[src/rtl/spi_top.sv]
// rtl/spi_top.sv - SPI mode-0 loopback: selectable internal master driving an internal slave.

module spi_master_fsm #(
    parameter logic [7:0] TX_DATA     = 8'hA5,
    parameter int         HALF_PERIOD = 2
) (
    input  logic clk,
    input  logic rst,
    input  logic tx_en,
    output logic sclk,
    output logic mosi,
    output logic cs_n,
    output logic rise
);
    localparam int DW = (HALF_PERIOD > 1) ? $clog2(HALF_PERIOD) : 1;
    localparam logic [DW-1:0] DIV_LAST = DW'(HALF_PERIOD - 1);

    typedef enum logic [1:0] {IDLE, SETUP, SHIFT, END} state_t;

    state_t          state_q, state_d;
    logic [DW-1:0]   div_q, div_d;
    logic [2:0]      bit_q, bit_d;
    logic [7:0]      sreg_q, sreg_d;
    logic            sclk_q, sclk_d, mosi_q, mosi_d, cs_n_q, cs_n_d;

    always_comb begin
        state_d = state_q;
        div_d   = div_q;
        bit_d   = bit_q;
        sreg_d  = sreg_q;
        sclk_d  = sclk_q;
        mosi_d  = mosi_q;
        cs_n_d  = cs_n_q;
        case (state_q)
            IDLE: if (tx_en) begin
                state_d = SETUP;
                cs_n_d  = 1'b0;
                mosi_d  = TX_DATA[7];
                sreg_d  = TX_DATA;
                div_d   = '0;
                bit_d   = '0;
                sclk_d  = 1'b0;
            end
            SETUP: if (div_q == DIV_LAST) begin
                div_d   = '0;
                sclk_d  = 1'b1;
                state_d = SHIFT;
            end else begin
                div_d = div_q + 1'b1;
            end
            SHIFT: if (div_q == DIV_LAST) begin
                div_d  = '0;
                sclk_d = 1'b0;
                if (bit_q == 3'd7) begin
                    cs_n_d  = 1'b1;
                    state_d = END;
                end else begin
                    bit_d   = bit_q + 1'b1;
                    mosi_d  = sreg_q[6];
                    sreg_d  = {sreg_q[6:0], 1'b0};
                    state_d = SETUP;
                end
            end else begin
                div_d = div_q + 1'b1;
            end
            default: state_d = IDLE;
        endcase
    end

    always_ff @(posedge clk) begin
        if (rst) begin
            state_q <= IDLE;
            div_q   <= '0;
            bit_q   <= '0;
            sreg_q  <= '0;
            sclk_q  <= 1'b0;
            mosi_q  <= 1'b0;
            cs_n_q  <= 1'b1;
        end else begin
            state_q <= state_d;
            div_q   <= div_d;
            bit_q   <= bit_d;
            sreg_q  <= sreg_d;
            sclk_q  <= sclk_d;
            mosi_q  <= mosi_d;
            cs_n_q  <= cs_n_d;
        end
    end

    assign rise = (state_q == SETUP) && (div_q == DIV_LAST);
    assign sclk = sclk_q;
    assign mosi = mosi_q;
    assign cs_n = cs_n_q;
endmodule

module spi_master_cnt #(
    parameter logic [7:0] TX_DATA     = 8'hA5,
    parameter int         HALF_PERIOD = 2
) (
    input  logic clk,
    input  logic rst,
    input  logic tx_en,
    output logic sclk,
    output logic mosi,
    output logic cs_n,
    output logic rise
);
    localparam int DW = (HALF_PERIOD > 1) ? $clog2(HALF_PERIOD) : 1;
    localparam logic [DW-1:0] DIV_LAST = DW'(HALF_PERIOD - 1);

    logic [DW-1:0] div_q, div_d;
    logic [3:0]    phase_q, phase_d;
    logic [7:0]    sreg_q, sreg_d;
    logic          sclk_q, sclk_d, mosi_q, mosi_d, cs_n_q, cs_n_d, end_q, end_d;

    // phase[0] is the SCLK level, phase[3:1] the bit index; end_q is the one-cycle gap
    always_comb begin
        div_d   = div_q;
        phase_d = phase_q;
        sreg_d  = sreg_q;
        sclk_d  = sclk_q;
        mosi_d  = mosi_q;
        cs_n_d  = cs_n_q;
        end_d   = 1'b0;
        if (cs_n_q) begin
            if (!end_q && tx_en) begin
                cs_n_d  = 1'b0;
                mosi_d  = TX_DATA[7];
                sreg_d  = TX_DATA;
                div_d   = '0;
                phase_d = '0;
                sclk_d  = 1'b0;
            end
        end else if (div_q == DIV_LAST) begin
            div_d   = '0;
            phase_d = phase_q + 1'b1;
            if (!phase_q[0]) begin
                sclk_d = 1'b1;
            end else begin
                sclk_d = 1'b0;
                if (phase_q == 4'd15) begin
                    cs_n_d = 1'b1;
                    end_d  = 1'b1;
                end else begin
                    mosi_d = sreg_q[6];
                    sreg_d = {sreg_q[6:0], 1'b0};
                end
            end
        end else begin
            div_d = div_q + 1'b1;
        end
    end

    always_ff @(posedge clk) begin
        if (rst) begin
            div_q   <= '0;
            phase_q <= '0;
            sreg_q  <= '0;
            sclk_q  <= 1'b0;
            mosi_q  <= 1'b0;
            cs_n_q  <= 1'b1;
            end_q   <= 1'b0;
        end else begin
            div_q   <= div_d;
            phase_q <= phase_d;
            sreg_q  <= sreg_d;
            sclk_q  <= sclk_d;
            mosi_q  <= mosi_d;
            cs_n_q  <= cs_n_d;
            end_q   <= end_d;
        end
    end

    assign rise = !cs_n_q && (div_q == DIV_LAST) && !phase_q[0];
    assign sclk = sclk_q;
    assign mosi = mosi_q;
    assign cs_n = cs_n_q;
endmodule

module spi_slave (
    input  logic       clk,
    input  logic       rst,
    input  logic       rise,
    input  logic       mosi,
    input  logic       cs_n,
    output logic [7:0] received_data,
    output logic       done
);
    logic [7:0] sreg_q, sreg_d, data_q, data_d;
    logic [2:0] cnt_q, cnt_d;
    logic       last_q, last_d, done_q, done_d;

    // rise is the strobe for the edge SCLK goes high; MOSI is stable there
    always_comb begin
        sreg_d = sreg_q;
        cnt_d  = cnt_q;
        data_d = data_q;
        last_d = 1'b0;
        done_d = 1'b0;
        if (cs_n) begin
            cnt_d = '0;
        end else if (rise) begin
            sreg_d = {sreg_q[6:0], mosi};
            cnt_d  = cnt_q + 1'b1;
            last_d = (cnt_q == 3'd7);
        end
        if (last_q) begin
            data_d = sreg_q;
            done_d = 1'b1;
        end
    end

    always_ff @(posedge clk) begin
        if (rst) begin
            sreg_q <= '0;
            cnt_q  <= '0;
            data_q <= '0;
            last_q <= 1'b0;
            done_q <= 1'b0;
        end else begin
            sreg_q <= sreg_d;
            cnt_q  <= cnt_d;
            data_q <= data_d;
            last_q <= last_d;
            done_q <= done_d;
        end
    end

    assign received_data = data_q;
    assign done          = done_q;
endmodule

module spi_top #(
    parameter int         MASTER      = 1,
    parameter logic [7:0] TX_DATA     = 8'hA5,
    parameter int         HALF_PERIOD = 2
) (
    input  logic       clk,
    input  logic       rst,
    input  logic       tx_en,
    output logic [7:0] received_data,
    output logic       done
);
    logic sclk, mosi, cs_n, rise;

    generate
        if (MASTER == 1) begin : g_fsm
            spi_master_fsm #(.TX_DATA(TX_DATA), .HALF_PERIOD(HALF_PERIOD)) u_master (
                .clk(clk), .rst(rst), .tx_en(tx_en),
                .sclk(sclk), .mosi(mosi), .cs_n(cs_n), .rise(rise)
            );
        end else begin : g_cnt
            spi_master_cnt #(.TX_DATA(TX_DATA), .HALF_PERIOD(HALF_PERIOD)) u_master (
                .clk(clk), .rst(rst), .tx_en(tx_en),
                .sclk(sclk), .mosi(mosi), .cs_n(cs_n), .rise(rise)
            );
        end
    endgenerate

    spi_slave u_slave (
        .clk(clk), .rst(rst), .rise(rise), .mosi(mosi), .cs_n(cs_n),
        .received_data(received_data), .done(done)
    );
endmodule

[config.mk]
export PLATFORM = sky130hd
export DESIGN_NAME = spi_top
export DESIGN_NICKNAME = d
export VERILOG_FILES = /design/src/rtl/spi_top.sv
export SDC_FILE = /design/constraint.sdc
export NUM_CORES = 1
export LEC_CHECK = 0
export ABC_AREA = 1
export BUFFER_PORTS_ARGS = -buffer_cell sky130_fd_sc_hd__buf_2
export CELL_PAD_IN_SITES_DETAIL_PLACEMENT = 2
export CELL_PAD_IN_SITES_GLOBAL_PLACEMENT = 2
export CORE_UTILIZATION = 34
export DETAILED_ROUTE_END_ITERATION = 7
export HOLD_SLACK_MARGIN = 0.03
export PLACE_DENSITY = 0.84
export SLEW_MARGIN = 20
export SYNTH_ARGS = -nofsm -noshare
export SYNTH_HDL_FRONTEND = slang
export SYNTH_HIERARCHICAL = 1
export SYNTH_SLANG_ARGS = --single-unit
[constraint.sdc]
create_clock -name clk -period 1.9 [get_ports clk]
set_clock_uncertainty 0.1 [all_clocks]
set_input_delay 0.19 -clock clk [delete_from_list [all_inputs] [get_ports clk]]
set_output_delay 0.19 -clock clk [all_outputs]
set_load 0.02 [all_outputs]
==> results_dict.tcl, run 1 <==
set metrics [dict create \
    floorplan.die.width_um 71.6 \
    switching_share 0.411 \
    layout_worst_path_cycle_share 0.874 \
    slew_headroom 0.669 \
    vdd.ir_drop.worst_mv 0.495 \
    wirelength_um 3960 \
    fmaxAchievable_ghz 0.602 \
    synth_warnings 6 \
    critPathRequiredTime_ns 1.99 \
    flow.area_growth_from_synthesis_pct 11.6 \
    worst-slew-pin-transition_ns 0.496 \
    tritoncts_num_sinks 36 \
    cts_tree "done" \
    grt_max_degree 18 \
    clk_pin_slew_worst_paths_ns 0.07 \
    detailroute.via_count 1404 \
    cts-htree-levels 2 \
    filler_cell_count 566 \
    clockPowerShare 0.221 \
    path_max_fanout 8 \
    pin_count 12 \
    finish.net_count 253 \
    power.static_leakage_nw 0.872 \
    drcViolationCount 0 \
    globalRoute.totalOverflow 0 \
    pre_cts_ws_ns 0.166 \
    timing.critical_path.from_type "flip-flop" \
    cts-buffers-inserted 5 \
    io_buffers 11 \
    finalCriticalPeriod_ns 1.66 \
    cp_cell_sequence "inv_1 > ha_1 > nand2_1 > nand2_2 > nor2_4 > nand2_1 > nand2_1 > nor2_1" \
    die-area_mm2 0.00513 \
    dieHeight_um 71.6 \
    syn_inst 226 \
    ant_nets 0 \
    timing.final.ws_setup_ns 0.239 \
    grt_antenna_before_repair 0 \
    grt_setup_unrepaired "no" \
    final_count_of_pins_violating_max_slew 0 \
    hold_path.class "input port to flip-flop" \
    grt_pass1_vias 1525 \
    power.internal_w 0.00154 \
    critical_path.most_common_cell "nand2_1" \
    multi_input_comb_area_um2 762 \
    cellPowerDensity_mw_per_mm2 1420 \
    timing.final.setup_violations 0 \
    track_usage 0.178 \
    post_route_utilization 0.408 \
    detail_route.first_pass.iterations 3 \
    place.gp.congestion 0.745 \
    reg2reg_slack_ns 0.24 \
    postCtsSetupBuffers 0 \
    synthesis.area_per_instance_um2 7.29 \
    most_common_cell_after_layout_fill_and_taps_aside "nand2_1" \
    crit_type "flip-flop to flip-flop" \
    row_count 24 \
    critPathMaxStageDelay_ns 0.41 \
    most-common-layout-cells "nand2_1, nor2_1, dfxtp_1" \
    via_per_inst 4.78 \
    clk_latency_ns 0.29 \
    core_mm2 0.00450 \
    syn-num-nets 238 \
    regArea_um2 721 \
    syn_area_mm2 0.00165 \
    initial_core_util 0.366 \
    power.combinational.fraction 0.408 \
    timing.critical_path.arrival_ns 1.75 \
    layout-drive-gt1-share 0.149 \
    critical_path.endpoint_type "flip-flop" \
    dpl.hpwl_um 2920 \
    switching_power_w 0.00107 \
    sequentialPowerShare 0.371 \
    outcome "completed" \
    antenna-diode-count 0 \
    cpMaxStageDelayCell "dfxtp_1" \
    clock_path_buffers 2 \
    max_cap_violations 0 \
    avgRoutedWirePerCell_um 13.5 \
    drt-initial-drc-count 31 \
    clockRootBuffer "clkbuf_8" \
    setup-tns-final_ns 0 \
    finalHoldViolations 0 \
    grt_first_pass_wirelength_um 7020 \
]
==> flip-flops by register name, summed over array words and instances (netlist names) <==
register and flops:
u_slave/received_data 8, u_slave/sreg_q 8, g_fsm.u_master/sreg_q 7, g_fsm.u_master/bit_q 3, u_slave/cnt_q 3, g_fsm.u_master/state_q 2, g_fsm.u_master/cs_n 1, g_fsm.u_master/div_q 1
g_fsm.u_master/mosi 1, u_slave/done 1, u_slave/last_q 1
==> cell type report <==
class	instances	area share
Multi-Input combinational cell	153	0.415
Sequential cell	36	0.392
Inverter	31	0.0633
Clock buffer	7	0.0470
Timing Repair Buffer	14	0.0436
Tap cell	52	0.0354
Clock inverter	1	0.00408
==> critical path, delay by kind of cell, from the launching register on <==
family,cells,cell delay [ns]
adder cells (fa/ha/maj),1,0.25
AND/OR/NAND/NOR,6,0.70
flip-flops,1,0.41
buffers and inverters,1,0.11
==> final timing paths <==
kind | startpoint | end | cells after the start
setup / recovery | g_fsm.u_master/state_q[0]$_SDFFE_PP0P_ | g_fsm.u_master/sreg_q[4]$_SDFFE_PP0P_ | 8
hold / removal | tx_en | g_fsm.u_master/cs_n$_SDFFE_PP1P_ | 4
setup reg to reg | g_fsm.u_master/state_q[0]$_SDFFE_PP0P_ | g_fsm.u_master/sreg_q[4]$_SDFFE_PP0P_ | 8
hold reg to reg | u_slave/cnt_q[2]$_SDFFE_PP0P_ | u_slave/cnt_q[2]$_SDFFE_PP0P_ | 2
==> through the flow <==
step	cells	instance area [um^2]	hold WS (ns)	power (W)
CTS	294	1840	0.224	0.00266
floorplan	226	1650	0.159	0.00184
detailed placement	285	1730	0.333	0.00205
finish	294	1840	0.241	0.00261
global placement	285	1730	0.320	0.00198
global route	294	1840	0.277	0.00286
==> metal layers <==
metal | up-vias | part of all wire | global-route usage
met2 | 14 | 0.51 | 0.330
met4 | 0 | 0.013 | 0.0523
met3 | 5 | 0.023 | 0.0422
met1 | 667 | 0.45 | 0.203
met5 | - | 0 | 0
li1 | 718 | - | -
==> what timing repair did <==
action,in CTS,in global routing
hold buffers,1,0
endpoints found under the hold margin,2,0
endpoints found under the setup margin,0,5
gates resized for setup,0,1
==> power groups by stage <==
stage               registers, W  logic (W)  clock network, W
finish                  0.000970    0.00106          0.000578
global route            0.000986    0.00124          0.000637
CTS                     0.000973    0.00109          0.000596
detailed placement      0.000990    0.00106                 0
global placement        0.000984    0.00100                 0
floorplan               0.000965   0.000872                 0
Note: power is estimated with default switching activity, not from simulation.
==> run 2, diff against run 1 <==
--- a/config.mk
+++ b/config.mk
@@ -8,7 +8,7 @@
 export ABC_AREA = 1
 export BUFFER_PORTS_ARGS = -buffer_cell sky130_fd_sc_hd__buf_2
-export CELL_PAD_IN_SITES_DETAIL_PLACEMENT = 2
-export CELL_PAD_IN_SITES_GLOBAL_PLACEMENT = 2
-export CORE_UTILIZATION = 34
+export CELL_PAD_IN_SITES_DETAIL_PLACEMENT = 1
+export CELL_PAD_IN_SITES_GLOBAL_PLACEMENT = 1
+export CORE_UTILIZATION = 43
 export DETAILED_ROUTE_END_ITERATION = 7
 export HOLD_SLACK_MARGIN = 0.03
==> constraint.sdc (replaced) <==
create_clock -name clk -period 1.75 [get_ports clk]
set_clock_uncertainty 0.1 [all_clocks]
set_input_delay 0.0875 -clock clk [delete_from_list [all_inputs] [get_ports clk]]
set_output_delay 0.0875 -clock clk [all_outputs]
set_load 0.02 [all_outputs]
==> run 2 against run 1 <==
Fmax rose by 6.7%. Clock power rose by 25%. Count of clock-buffer cells in the layout fell by 1. First-iteration DRC count rose by 130%. Critical path depth did not move. Via count fell by 1.8%. Sequential power rose by 8%. Worst setup slack got worse by 0.045 ns. Flip-flop and latch count did not move. Register-to-register slack got worse by 0.05 ns. Non-clock buffer count rose by 2. Critical endpoint is now g_fsm.u_master/sreg_q[1]$_SDFFE_PP0P_. Largest cell class unchanged.
==> results_dict.tcl, run 2 (synthesized netlist as in run 1, its figures left out) <==
set metrics [dict create \
    layout_worst_path_cycle_share 0.889 \
    detailroute.via_count 1379 \
    finalHoldViolations 0 \
    via_per_inst 4.72 \
    floorplan.die.width_um 63.9 \
    grt_antenna_before_repair 0 \
    timing.critical_path.arrival_ns 1.64 \
    initial_core_util 0.450 \
    power.static_leakage_nw 0.894 \
    globalRoute.totalOverflow 0 \
    grt_max_degree 18 \
    flow.area_growth_from_synthesis_pct 13.1 \
    critPathRequiredTime_ns 1.83 \
    vdd.ir_drop.worst_mv 0.982 \
    finish.net_count 255 \
    timing.final.setup_violations 0 \
    post_route_utilization 0.509 \
    die-area_mm2 0.00408 \
    cts_tree "done" \
    antenna-diode-count 0 \
    grt_first_pass_wirelength_um 6240 \
    dpl.hpwl_um 2460 \
    cellPowerDensity_mw_per_mm2 1560 \
    cts-htree-levels 2 \
    fmaxAchievable_ghz 0.642 \
    pin_count 12 \
    finalCriticalPeriod_ns 1.56 \
    clockRootBuffer "clkbuf_8" \
    slew_headroom 0.695 \
    worst-slew-pin-transition_ns 0.456 \
    most-common-layout-cells "nand2_1, nor2_1, dfxtp_1" \
    hold_path.class "input port to flip-flop" \
    postCtsSetupBuffers 0 \
    grt_pass1_vias 1424 \
    core_mm2 0.00366 \
    clock_path_buffers 2 \
    layout-drive-gt1-share 0.156 \
    critical_path.endpoint_type "flip-flop" \
    timing.critical_path.from_type "flip-flop" \
    drt-initial-drc-count 70 \
    grt_setup_unrepaired "no" \
    tritoncts_num_sinks 36 \
    dieHeight_um 63.9 \
    crit_type "flip-flop to flip-flop" \
    path_max_fanout 8 \
    clk_pin_slew_worst_paths_ns 0.07 \
    detail_route.first_pass.iterations 4 \
    place.gp.congestion 0.804 \
    ant_nets 0 \
    total_power_w 0.00291 \
    most_common_cell_after_layout_fill_and_taps_aside "nand2_1" \
    final_count_of_pins_violating_max_slew 0 \
    clk_latency_ns 0.29 \
    wirelength_um 3550 \
    avgRoutedWirePerCell_um 12.2 \
    drcViolationCount 0 \
    filler_cell_count 482 \
    track_usage 0.200 \
    cts-buffers-inserted 5 \
    max_cap_violations 0 \
    outcome "completed" \
    setup-tns-final_ns 0 \
    io_buffers 11 \
    row_count 22 \
]
[run 2: timing repair]
action,in CTS,in global routing
gates resized for setup,0,1
setup endpoints to repair,0,3
endpoints found under the hold margin,2,0
hold buffers,1,0
[run 2: path summary, 6_finish.rpt]
path,start,end,cells past startpoint,slack [ns]
max,g_fsm.u_master/state_q[0]$_SDFFE_PP0P_,g_fsm.u_master/sreg_q[1]$_SDFFE_PP0P_,8,0.19
min,tx_en,g_fsm.u_master/cs_n$_SDFFE_PP1P_,4,0.09
max reg2reg,g_fsm.u_master/state_q[0]$_SDFFE_PP0P_,g_fsm.u_master/sreg_q[1]$_SDFFE_PP0P_,8,0.19
min reg2reg,u_slave/sreg_q[3]$_SDFFE_PP0P_,u_slave/received_data[3]$_SDFFE_PP0P_,2,0.38
[run 2: routing by layer]
layer	vias to the layer above	wire, um	track usage
met5	-	0	0
li1	719	-	-
met3	6	103	0.0589
met2	17	1840	0.371
met4	0	48	0.0682
met1	637	1560	0.211
[run 2: cell type report]
type	count	area, um^2	area share
clock buffers	6	72.6	0.0390
inverters	31	116	0.0625
repair buffers	16	95.1	0.0511
clock inverters	2	35.0	0.0188
well taps	48	60.1	0.0323
multi-input cells	153	762	0.409
flip-flops and latches	36	721	0.387
[run 2: critical path, stage by stage, from the launching register on]
cell,delay [ns]
dfxtp_1,0.31
inv_1,0.10
ha_2,0.29
buf_4,0.18
o21ai_2,0.09
nor2_4,0.19
nand2_1,0.07
nand2_1,0.06
nor2_1,0.05
[run 2: where the power goes]
group          switching, W  internal (W)  leakage, nW
Sequential        0.0000898      0.000960        0.293
Clock              0.000301      0.000423       0.0552
Combinational      0.000725      0.000409        0.545
Total               0.00112       0.00179        0.894
[run 2: per-stage QoR]
step / worst slack (ns) / hold slack (ns) / area [um^2] / cells
global route: 0.0134 / 0.0925 / 1860 / 292
detailed placement: 0.136 / 0.232 / 1740 / 283
floorplan: 0.259 / 0.0566 / 1650 / 226
finish: 0.193 / 0.0947 / 1860 / 292
CTS: 0.117 / 0.0865 / 1860 / 292
global placement: 0.229 / 0.236 / 1740 / 283
